File: src/rtl/bcd_cascade_counter.sv
// bcd_cascade_counter: DIGITS-digit modulo-(DIGIT_MAX+1) cascade counter with up/down, enable, load.
// Optional enable prescaler when BCD_CASCADE_COUNTER_PRESCALER_EN is defined.
`default_nettype none

module bcd_cascade_counter #(
  parameter int DIGITS    = 4,
  parameter int DIGIT_MAX = 9,
  parameter int PRESCALE  = 1000
) (
  input  logic                  in_clk,
  input  logic                  in_reset,
  input  logic                  in_enable,
  input  logic                  in_up,
  input  logic                  in_load,
  input  logic [4*DIGITS-1:0]   in_load_value,
  output logic [4*DIGITS-1:0]   out_count,
  output logic                  out_terminal,
  output logic                  out_carry
);

  localparam logic [3:0] MAX_D = 4'(DIGIT_MAX);

  logic [4*DIGITS-1:0] count_q, count_d;
  logic                carry_q, carry_d;
  logic                step;
  logic                all_max, all_zero;
  logic                lower_max, lower_zero;
  logic [3:0]          dig;

`ifdef BCD_CASCADE_COUNTER_PRESCALER_EN
  localparam int              PS_W    = (PRESCALE > 1) ? $clog2(PRESCALE) : 1;
  localparam logic [PS_W-1:0] PS_LAST = PS_W'(PRESCALE - 1);

  logic [PS_W-1:0] ps_q, ps_d;
  logic            ps_tick;

  assign ps_tick = (ps_q == PS_LAST);
  assign step    = in_enable & ps_tick;

  always_comb begin
    ps_d = ps_q;
    if (in_load) begin
      ps_d = '0;
    end else if (in_enable) begin
      ps_d = ps_tick ? '0 : ps_q + 1'b1;
    end
  end

  always_ff @(posedge in_clk) begin
    if (in_reset) begin
      ps_q <= '0;
    end else begin
      ps_q <= ps_d;
    end
  end
`else
  logic prescale_unused;
  assign prescale_unused = (PRESCALE >= 1);
  assign step            = in_enable;
`endif

  always_comb begin
    all_max  = 1'b1;
    all_zero = 1'b1;
    for (int k = 0; k < DIGITS; k++) begin
      all_max  = all_max  & (count_q[4*k +: 4] == MAX_D);
      all_zero = all_zero & (count_q[4*k +: 4] == 4'd0);
    end
  end

  // Direction is combinational so a change of in_up applies to the same cycle's step.
  assign out_terminal = in_up ? all_max : all_zero;

  always_comb begin
    count_d    = count_q;
    carry_d    = 1'b0;
    lower_max  = 1'b1;
    lower_zero = 1'b1;
    dig        = 4'd0;
    if (in_load) begin
      for (int k = 0; k < DIGITS; k++) begin
        dig = in_load_value[4*k +: 4];
        count_d[4*k +: 4] = (dig > MAX_D) ? 4'd0 : dig;
      end
    end else if (step) begin
      carry_d = out_terminal;
      for (int k = 0; k < DIGITS; k++) begin
        dig = count_q[4*k +: 4];
        if (in_up) begin
          if (lower_max) begin
            count_d[4*k +: 4] = (dig == MAX_D) ? 4'd0 : dig + 4'd1;
          end
        end else begin
          if (lower_zero) begin
            count_d[4*k +: 4] = (dig == 4'd0) ? MAX_D : dig - 4'd1;
          end
        end
        lower_max  = lower_max  & (dig == MAX_D);
        lower_zero = lower_zero & (dig == 4'd0);
      end
    end
  end

  always_ff @(posedge in_clk) begin
    if (in_reset) begin
      count_q <= '0;
      carry_q <= 1'b0;
    end else begin
      count_q <= count_d;
      carry_q <= carry_d;
    end
  end

  assign out_count = count_q;
  assign out_carry = carry_q;

endmodule

`default_nettype wire

File: config.mk
export PLATFORM = sky130hd
export DESIGN_NAME = bcd_cascade_counter
export DESIGN_NICKNAME = d
export VERILOG_FILES = /design/src/rtl/bcd_cascade_counter.sv
export SDC_FILE = /design/constraint.sdc
export NUM_CORES = 1
export LEC_CHECK = 0
export CORE_ASPECT_RATIO = 1.75
export CORE_MARGIN = 1.5
export CORE_UTILIZATION = 53
export CTS_CLUSTER_SIZE = 40
export DETAILED_ROUTE_END_ITERATION = 8
export PLACE_DENSITY = 0.88
export SYNTH_ARGS = -nofsm -noshare
export SYNTH_HDL_FRONTEND = slang
export SYNTH_SLANG_ARGS = --single-unit
File: constraint.sdc
create_clock -name in_clk -period 3.9 [get_ports in_clk]
set_input_delay 0.585 -clock in_clk [delete_from_list [all_inputs] [get_ports in_clk]]
set_output_delay 0.585 -clock in_clk [all_outputs]
set_load 0.01 [all_outputs]
==> impl_metrics.tcl, run 1 <==
set metrics [dict create \
    status "complete, no violations" \
    grt_antenna_before_repair 0 \
    ir_drop_uv 189.5 \
    route.vias.total 1724 \
    layout_min_cycle_time_ns 3.265 \
    r2r-end "out_count[12]" \
    cpMaxStageDelayCell "clkdlybuf4s50_1" \
    ctsLongestPathBuffers 2 \
    async_reset_ff_frac 0 \
    worstReg2RegStart "out_count[8]" \
    nets 269 \
    finalSetupViolCount 0 \
    dp_hpwl_mm 2.717 \
    worst_slew_pin_slew_ns 0.7521 \
    cts_setup_buffers 0 \
    slew_viol_final 0 \
    wirelength_mm 3.826 \
    setup-tns-final_ns 0 \
    synth_seq_area_share 0.2190 \
    drive_gt1_frac 0.04453 \
    netlist_instances 225 \
    pre_cts_ws_ns 0.6822 \
    path_cells "clkdlybuf4s50_1 > buf_4 > and4_1 > nand4_1 > o22ai_1 > and2_1 > clkdlybuf4s50_1" \
    firstDrtPassIters 4 \
    synth_edf_count 0 \
    fp-row-count 25 \
    cts_tree "done" \
    yosysWarnings 0 \
    hp-class "reg -> reg" \
    synthFlopType "dfxtp_1" \
    leakage_nw 0.6570 \
    post_synth.cell_area_avg_um2 6.907 \
    synthTopCellsByArea "dfxtp_1, o21ai_0, nor2_1" \
    whs_endpoint "out_count[10]" \
    power_uw 542.1 \
    hold_buffers 0 \
    coreArea_um2 2753 \
    diodes 0 \
    grt_remaining_overflow 0 \
    routedWlPerCell_um 13.96 \
    gp_congestion 0.9266 \
    grt_use_total 0.2561 \
    cp-start-kind "primary input" \
    dp.cells 270 \
    fin_cells 274 \
    grt_pass1_vias 1527 \
    rsz0062_at_grt "no" \
    reg2reg_depth 5 \
    detail-route-antenna-nets 0 \
    syn-num-nets 246 \
    cts_max_level 1 \
    max_slew_margin 0.4970 \
    ys_types 52 \
    syn_to_final_growth_pct 24.24 \
    path_common_cell "clkdlybuf4s50_1" \
    die_w_um 43.93 \
    cp_data_required_time_ns 3.31 \
    arrival_ns 2.68 \
    cts-root-buf "clkbuf_8" \
    design.die.area_um2 3279 \
    setup_ws_ns 0.6352 \
    cap_violations 0 \
    path_clk_slew_ns 0.07 \
    hold_start "out_count[10]" \
    cpPeakStageDelay_ns 0.53 \
    drtIter0Drc 40 \
    synth_largest_area_cell "dfxtp_1" \
    skew_ns 0.003929 \
    post-route-util 0.7014 \
    cts_buffers 3 \
    synth_top_cell_area_share 0.2190 \
    chipHeight_um 74.63 \
    reg2reg_slack_ns 1.69 \
    grt_pass1_wl_mm 6.520 \
    grt_max_degree 21 \
    start_util 0.5645 \
    hold_viol_final 0 \
    drc 0 \
    whs_path_depth 2 \
    crit_fanout 20 \
    ys_ff_latch 17 \
    clock-sinks 17 \
    end_kind "output port" \
    io_buffers 38 \
    fin_crit_sh 0.8371 \
    vias_per_cell 6.292 \
    p_per_area_nw_per_um2 280.8 \
    ios 39 \
    clock.fmax_ghz 0.3063 \
    netlist_area_um2 1554 \
    worstSetupPathType "in -> out" \
    clk_latency_ns 0.26 \
    cts_resized 0 \
]
==> cells in the mapped netlist (all sizes together), types with 2 or more instances <==
library cell,count
a31oi,7
nand3,11
buf,8
and3,3
a211oi,6
xnor2,7
nand2,18
a32oi,2
o22ai,4
dfxtp,17
o211ai,3
a21boi,2
nor3,8
o31ai,2
nand2b,2
and4,2
clkbuf,15
nor4,3
nor2,23
nor3b,3
nor2b,5
nand4,3
a311oi,4
o21ai,20
inv,9
or3,2
a22oi,2
a21oi,14
==> sequential cells by signal (all words and copies together), names as in the netlist <==
signal     count
out_count     16
out_carry      1
==> worst max path at each step <==
stage	from	endpoint	slack, ns	depth (start not counted)
2_1_floorplan	out_count[1]	out_terminal	1.95	5
3_3_place_gp	in_up	out_terminal	0.72	7
3_5_place_dp	in_up	out_terminal	0.68	7
4_1_cts	in_up	out_terminal	0.66	7
5_1_grt	in_up	out_terminal	0.58	7
6_report	in_up	out_terminal	0.64	7
==> per-layer routing <==
metal / vias to the layer above / global-route usage / routed length (µm)
met5: - / 0 / 0
met4: 0 / 0.1582 / 107
met3: 10 / 0.03837 / 168
met2: 61 / 0.4150 / 1910
met1: 781 / 0.3121 / 1639
li1: 872 / - / -
==> report_power, final <==
part	switching (mW)	internal, mW	leakage, nW	total, mW
Combinational	0.0834	0.0960	0.494	0.179
Clock	0.0665	0.0727	0.0228	0.139
Sequential	0.0367	0.187	0.140	0.224
==> cells in the final DEF (no fill, tap or decap), types with 2 or more instances in the layout <==
cell and count:
nand4_1 3, o21ai_0 20, dfxtp_1 17, nand2_1 18, buf_4 3, nor3_1 8, a211oi_1 6, and4_1 2
o31ai_1 2, o211ai_1 3, or3_1 2, nor4_1 2, a21oi_1 14, inv_1 9, nand2b_1 2, a31oi_1 7
nor3b_1 3, clkbuf_8 3, clkdlybuf4s50_1 38, nor2_1 23, a21boi_0 2, o22ai_1 4, and3_1 3, a22oi_1 2
a311oi_1 3, nor2b_1 5, nand3_1 11, xnor2_1 7, a32oi_1 2
==> worst max-delay path, delay by kind of cell <==
family | cells | cell delay (ns)
and+or+nand+nor | 3 | 0.60
buffers and inverters | 3 | 1.25
AOI/OAI and AO/OA | 1 | 0.24
==> metrics by stage <==
stage                     cell area (µm²)  hold slack (ns)
after floorplan                      1554           0.5719
final                                1931           0.6095
after global routing                 1931           0.6440
after global placement               1886           0.5801
after detailed placement             1886           0.5933
after CTS                            1931           0.6024
==> logic make-up (layout without fill, tap and decap cells) <==
logic type,after synthesis,count (layout),share of synthesized area
mux,1,1,0.007246
buf+inv,32,54,0.08936
xor+xnor,8,8,0.04509
simple gates,91,91,0.3108
compound gates,76,76,0.3285
flops,17,17,0.2190
==> final cells by class <==
type                    count  area (µm²)
multi-input cells         176        1075
fillers                   244       822.0
repair buffers             41       402.9
flip-flops and latches     17       340.3
clock buffers               4       45.04
inverters                   9       33.78
well taps                  27       33.78
Power figures use the tool's default switching activity.
==> inputs of run 2 (changes only) <==
--- a/config.mk
+++ b/config.mk
@@ -7,10 +7,10 @@
 export LEC_CHECK = 0
 export CORE_ASPECT_RATIO = 1.75
 export CORE_MARGIN = 1.5
-export CORE_UTILIZATION = 53
+export CORE_UTILIZATION = 45
 export CTS_CLUSTER_SIZE = 40
 export DETAILED_ROUTE_END_ITERATION = 8
-export PLACE_DENSITY = 0.88
+export PLACE_DENSITY = 0.8
 export SYNTH_ARGS = -nofsm -noshare
 export SYNTH_HDL_FRONTEND = slang
 export SYNTH_SLANG_ARGS = --single-unit
==> constraint.sdc (replaced) <==
create_clock -name in_clk -period 3 [get_ports in_clk]
set_input_delay 0.45 -clock in_clk [delete_from_list [all_inputs] [get_ports in_clk]]
set_output_delay 0.45 -clock in_clk [all_outputs]
set_load 0.01 [all_outputs]
==> impl_metrics.tcl, run 2 (same netlist as run 1, synthesis figures left out) <==
set metrics [dict create \
    cts_setup_buffers 0 \
    hold_start "out_count[10]" \
    cpPeakStageDelay_ns 0.54 \
    whs_endpoint "out_count[10]" \
    start_util 0.4669 \
    fillers 327 \
    fp-row-count 28 \
    arrival_ns 2.25 \
    end_kind "output port" \
    pre_cts_ws_ns 0.3066 \
    gr-usage-met1 0.2680 \
    fin_cells 299 \
    io_buffers 38 \
    slew_viol_final 0 \
    clk_latency_ns 0.26 \
    clock.fmax_ghz 0.3706 \
    worstReg2RegStart "out_count[11]" \
    route.vias.total 1771 \
    setup-tns-final_ns 0 \
    clkPwrFrac 0.247 \
    design.die.area_um2 3829 \
    drive_gt1_frac 0.07480 \
    cts-root-buf "clkbuf_8" \
    routedWlPerCell_um 13.99 \
    skew_ns 0.002693 \
    cp_data_required_time_ns 2.55 \
    comb_power_share 0.359 \
    ios 39 \
    grt_remaining_overflow 0 \
    ctsLongestPathBuffers 2 \
    p_sw_frac 0.3453 \
    setup_ws_ns 0.3015 \
    drtIter0Drc 55 \
    p_per_area_nw_per_um2 356.0 \
    vias_per_cell 5.923 \
    die_w_um 47.42 \
    grt_max_degree 25 \
    power_uw 714.4 \
    largest_reg_flops 16 \
    worst_slew_pin_slew_ns 0.7538 \
    final_cell_mix "clkdlybuf4s50_1, nor2_1, o21ai_0, nand2_1, dfxtp_1" \
    crit_family "simple AND/OR/NAND/NOR gates" \
    hp-class "reg -> reg" \
    grt_pass1_vias 1589 \
    cp-start-kind "register" \
    nets 276 \
    post-route-util 0.6030 \
    gp_congestion 0.8215 \
    reg2reg_depth 5 \
    cts_buffers 3 \
    clock-sinks 17 \
    cts_resized 0 \
    final_common_cell "clkdlybuf4s50_1" \
    finalSetupViolCount 0 \
    r2r-end "out_count[12]" \
    syn_to_final_growth_pct 29.15 \
    ir_drop_uv 253.9 \
    max_slew_margin 0.4959 \
    p_switching_uw 246.7 \
    p_seq_frac 0.393 \
    drc 0 \
    path_clk_slew_ns 0.07 \
    path_buf_inv 1 \
    status "complete, no violations" \
    diodes 0 \
    firstDrtPassIters 4 \
    dp.cells 295 \
    grt_pass1_wl_mm 6.824 \
    worstSetupPathType "reg -> out" \
    chipHeight_um 80.74 \
    coreArea_um2 3328 \
    grt_use_met3 0.03556 \
    leakage_nw 0.6950 \
    p_int_uw 467.7 \
    hold_viol_final 0 \
    cpMaxStageDelayCell "clkdlybuf4s50_1" \
    path_cells "nor4bb_1 > nand4_1 > o22ai_1 > and2_1 > clkdlybuf4s50_1" \
    reg2reg_slack_ns 0.95 \
    detail-route-antenna-nets 0 \
    cts_tree "done" \
    top_usage_layer "met2" \
    layout_min_cycle_time_ns 2.698 \
    crit_fanout 10 \
    grt_antenna_before_repair 0 \
    hold_buffers 0 \
    whs_path_depth 2 \
    crit_start "out_count[11]" \
    cts_max_level 1 \
    fin_crit_sh 0.8995 \
    dp_hpwl_mm 3.079 \
    grtUsageMet2 0.4203 \
    grt_use_total 0.2367 \
    cap_violations 0 \
    wirelength_mm 4.182 \
    rsz0062_at_grt "no" \
]
run 2: final cells by class:
| type | count | area (µm²) | area share |
|---|---|---|---|
| multi-input combinational | 176 | 1075 | 0.5355 |
| timing repair buffer | 48 | 455.4 | 0.2269 |
| sequential | 17 | 340.3 | 0.1696 |
| tap | 45 | 56.30 | 0.02805 |
| clock buffer | 3 | 41.29 | 0.02057 |
| inverter | 9 | 33.78 | 0.01683 |
| clock inverter | 1 | 5.005 | 0.002494 |
run 2: worst register-to-register path: stages, from the launching register on:
cell	delay [ns]
dfxtp_1	0.50
nor4bb_1	0.34
nand4_1	0.23
a311oi_4	0.51
a21oi_1	0.13
a311oi_1	0.24
run 2: metrics by stage:
stage | cell area (µm²) | hold WS [ns]
finish | 2007 | 0.5996
detailed placement | 1961 | 0.5908
floorplan | 1554 | 0.5719
global placement | 1961 | 0.5942
global route | 2007 | 0.6387
CTS | 2007 | 0.6026
run 2: worst max-delay path by stage:
stage | end | slack (ns) | cells past startpoint
2_1_floorplan | out_count[12] | 1.18 | 6
3_3_place_gp | out_terminal | 0.29 | 7
3_5_place_dp | out_terminal | 0.31 | 7
4_1_cts | out_terminal | 0.29 | 7
5_1_grt | out_terminal | 0.13 | 5
6_report | out_terminal | 0.30 | 5
run 2: metal layers:
metal | up-vias | part of all wire | wire [µm]
li1 | 889 | - | -
met1 | 816 | 0.40 | 1686
met2 | 58 | 0.54 | 2256
met3 | 8 | 0.040 | 166
met4 | 0 | 0.017 | 73
met5 | - | 0 | 0
run 2: power groups by stage:
stage                     Sequential, mW  Combinational (mW)  Clock [mW]
after floorplan                    0.270               0.171           0
after global placement             0.285               0.251           0
after detailed placement           0.285               0.255           0
after CTS                          0.280               0.256       0.181
after global routing               0.285               0.283       0.189
final                              0.281               0.256       0.177
==> inputs of run 3 (changes only) <==
--- a/config.mk
+++ b/config.mk
@@ -10,7 +10,8 @@
 export CORE_UTILIZATION = 45
 export CTS_CLUSTER_SIZE = 40
 export DETAILED_ROUTE_END_ITERATION = 8
-export PLACE_DENSITY = 0.8
+export PLACE_DENSITY = 0.75
+export SLEW_MARGIN = 20
 export SYNTH_ARGS = -nofsm -noshare
 export SYNTH_HDL_FRONTEND = slang
 export SYNTH_SLANG_ARGS = --single-unit
==> impl_metrics.tcl, run 3 (same netlist as run 1, synthesis figures left out) <==
set metrics [dict create \
    grt_use_total 0.2337 \
    hp-class "reg -> reg" \
    p_sw_frac 0.3461 \
    design.die.area_um2 3829 \
    pre_cts_ws_ns 0.2933 \
    dp.cells 293 \
    cts_buffers 3 \
    clk_latency_ns 0.26 \
    dp_hpwl_mm 2.948 \
    hold_viol_final 0 \
    layout_min_cycle_time_ns 2.735 \
    comb_power_share 0.352 \
    grt_antenna_before_repair 0 \
    finalSetupViolCount 0 \
    path_clk_slew_ns 0.07 \
    p_int_uw 468.1 \
    skew_ns 0.002223 \
    arrival_ns 2.29 \
    p_per_area_nw_per_um2 359.6 \
    setup_ws_ns 0.2648 \
    cts_tree "done" \
    die_w_um 47.42 \
    firstDrtPassIters 4 \
    ir_drop_uv 209.5 \
    crit_fanout 10 \
    vias_per_cell 5.818 \
    worstSetupPathType "reg -> out" \
    clock.fmax_ghz 0.3656 \
    cts-root-buf "clkbuf_8" \
    worst_slew_pin_slew_ns 0.7666 \
    drive_gt1_frac 0.06349 \
    grt_max_degree 25 \
    detail-route-antenna-nets 0 \
    status "complete, no violations" \
    p_switching_uw 247.7 \
    fin_crit_sh 0.9117 \
    finalHoldWorstSlack_ns 0.6148 \
    leakage_nw 0.6822 \
    cts_max_level 1 \
    final_cell_mix "clkdlybuf4s50_1, nor2_1, o21ai_0, nand2_1, dfxtp_1" \
    wirelength_mm 4.155 \
    chipHeight_um 80.74 \
    clock-sinks 17 \
    power_uw 715.8 \
    hold_buffers 0 \
    ios 39 \
    p_seq_frac 0.395 \
    final_common_cell "clkdlybuf4s50_1" \
    ctsLongestPathBuffers 2 \
    setup-tns-final_ns 0 \
    routedWlPerCell_um 13.99 \
    route.vias.total 1728 \
    max_slew_margin 0.4873 \
    drtIter0Drc 56 \
    fp-row-count 28 \
    nets 274 \
    grt_pass1_wl_mm 6.775 \
    clkPwrFrac 0.253 \
    syn_to_final_growth_pct 28.10 \
    start_util 0.4669 \
    cap_violations 0 \
    drc 0 \
    coreArea_um2 3328 \
    cp-start-kind "register" \
    cts_setup_buffers 0 \
    fin_cells 297 \
    io_buffers 38 \
    grt_remaining_overflow 0 \
    diodes 0 \
    cts_resized 0 \
    end_kind "output port" \
    grt_pass1_vias 1554 \
    cp_data_required_time_ns 2.55 \
    largest_reg_flops 16 \
    gp_congestion 0.8106 \
    rsz0062_at_grt "no" \
    slew_viol_final 0 \
]
[run 3: changes by cell type in the layout (fill, tap and decap cells not counted), sizes merged]
cell	before	now
buf	10	8
clkbuf	3	4
clkinv	1	0
[run 3: power by group through the flow]
| stage | Clock (mW) | Combinational [mW] | Sequential (mW) |
|---|---|---|---|
| finish | 0.181 | 0.252 | 0.283 |
| global route | 0.195 | 0.279 | 0.288 |
| CTS | 0.184 | 0.251 | 0.282 |
| detailed placement | 0 | 0.250 | 0.287 |
| global placement | 0 | 0.248 | 0.287 |
| floorplan | 0 | 0.171 | 0.270 |
[run 3: path summary, 6_finish.rpt]
kind / depth (start not counted) / to / start / slack [ns]
worst min-delay path: 2 / out_count[10] / out_count[10] / 0.61
worst max-delay path: 5 / out_terminal / out_count[11] / 0.26
worst min register to register: 2 / out_count[10] / out_count[10] / 0.61
worst max register to register: 5 / out_count[12] / out_count[11] / 0.88
[run 3: layout make-up]
class,instances,area [µm²]
fillers,338,1338
multi-input cells,176,1075
repair buffers,46,440.4
flip-flops and latches,17,340.3
well taps,45,56.30
clock buffers,4,45.04
inverters,9,33.78
[run 3: metrics by stage]
| step | util | area (µm²) |
|---|---|---|
| 3_3_place_gp | 0.5846 | 1946 |
| 3_5_place_dp | 0.5846 | 1946 |
| 4_1_cts | 0.5981 | 1991 |
| 6_report | 0.5981 | 1991 |
| 5_1_grt | 0.5981 | 1991 |
| 2_1_floorplan | - | 1554 |
[run 3: critical path, cell delays in order, from the launching register on]
cell             delay [ns]
dfxtp_1                0.51
nor4bb_1               0.37
nand4_1                0.23
o22ai_1                0.22
and2_1                 0.16
clkdlybuf4s50_1        0.53
[run 3: routing by layer]
layer  global-route usage  vias to the layer above  share of wire
met5                    0                        -              0
met4               0.1139                        0          0.014
met3              0.02000                        6          0.039
met2               0.3905                       53           0.52
met1               0.2842                      784           0.43
li1                     -                      885              -
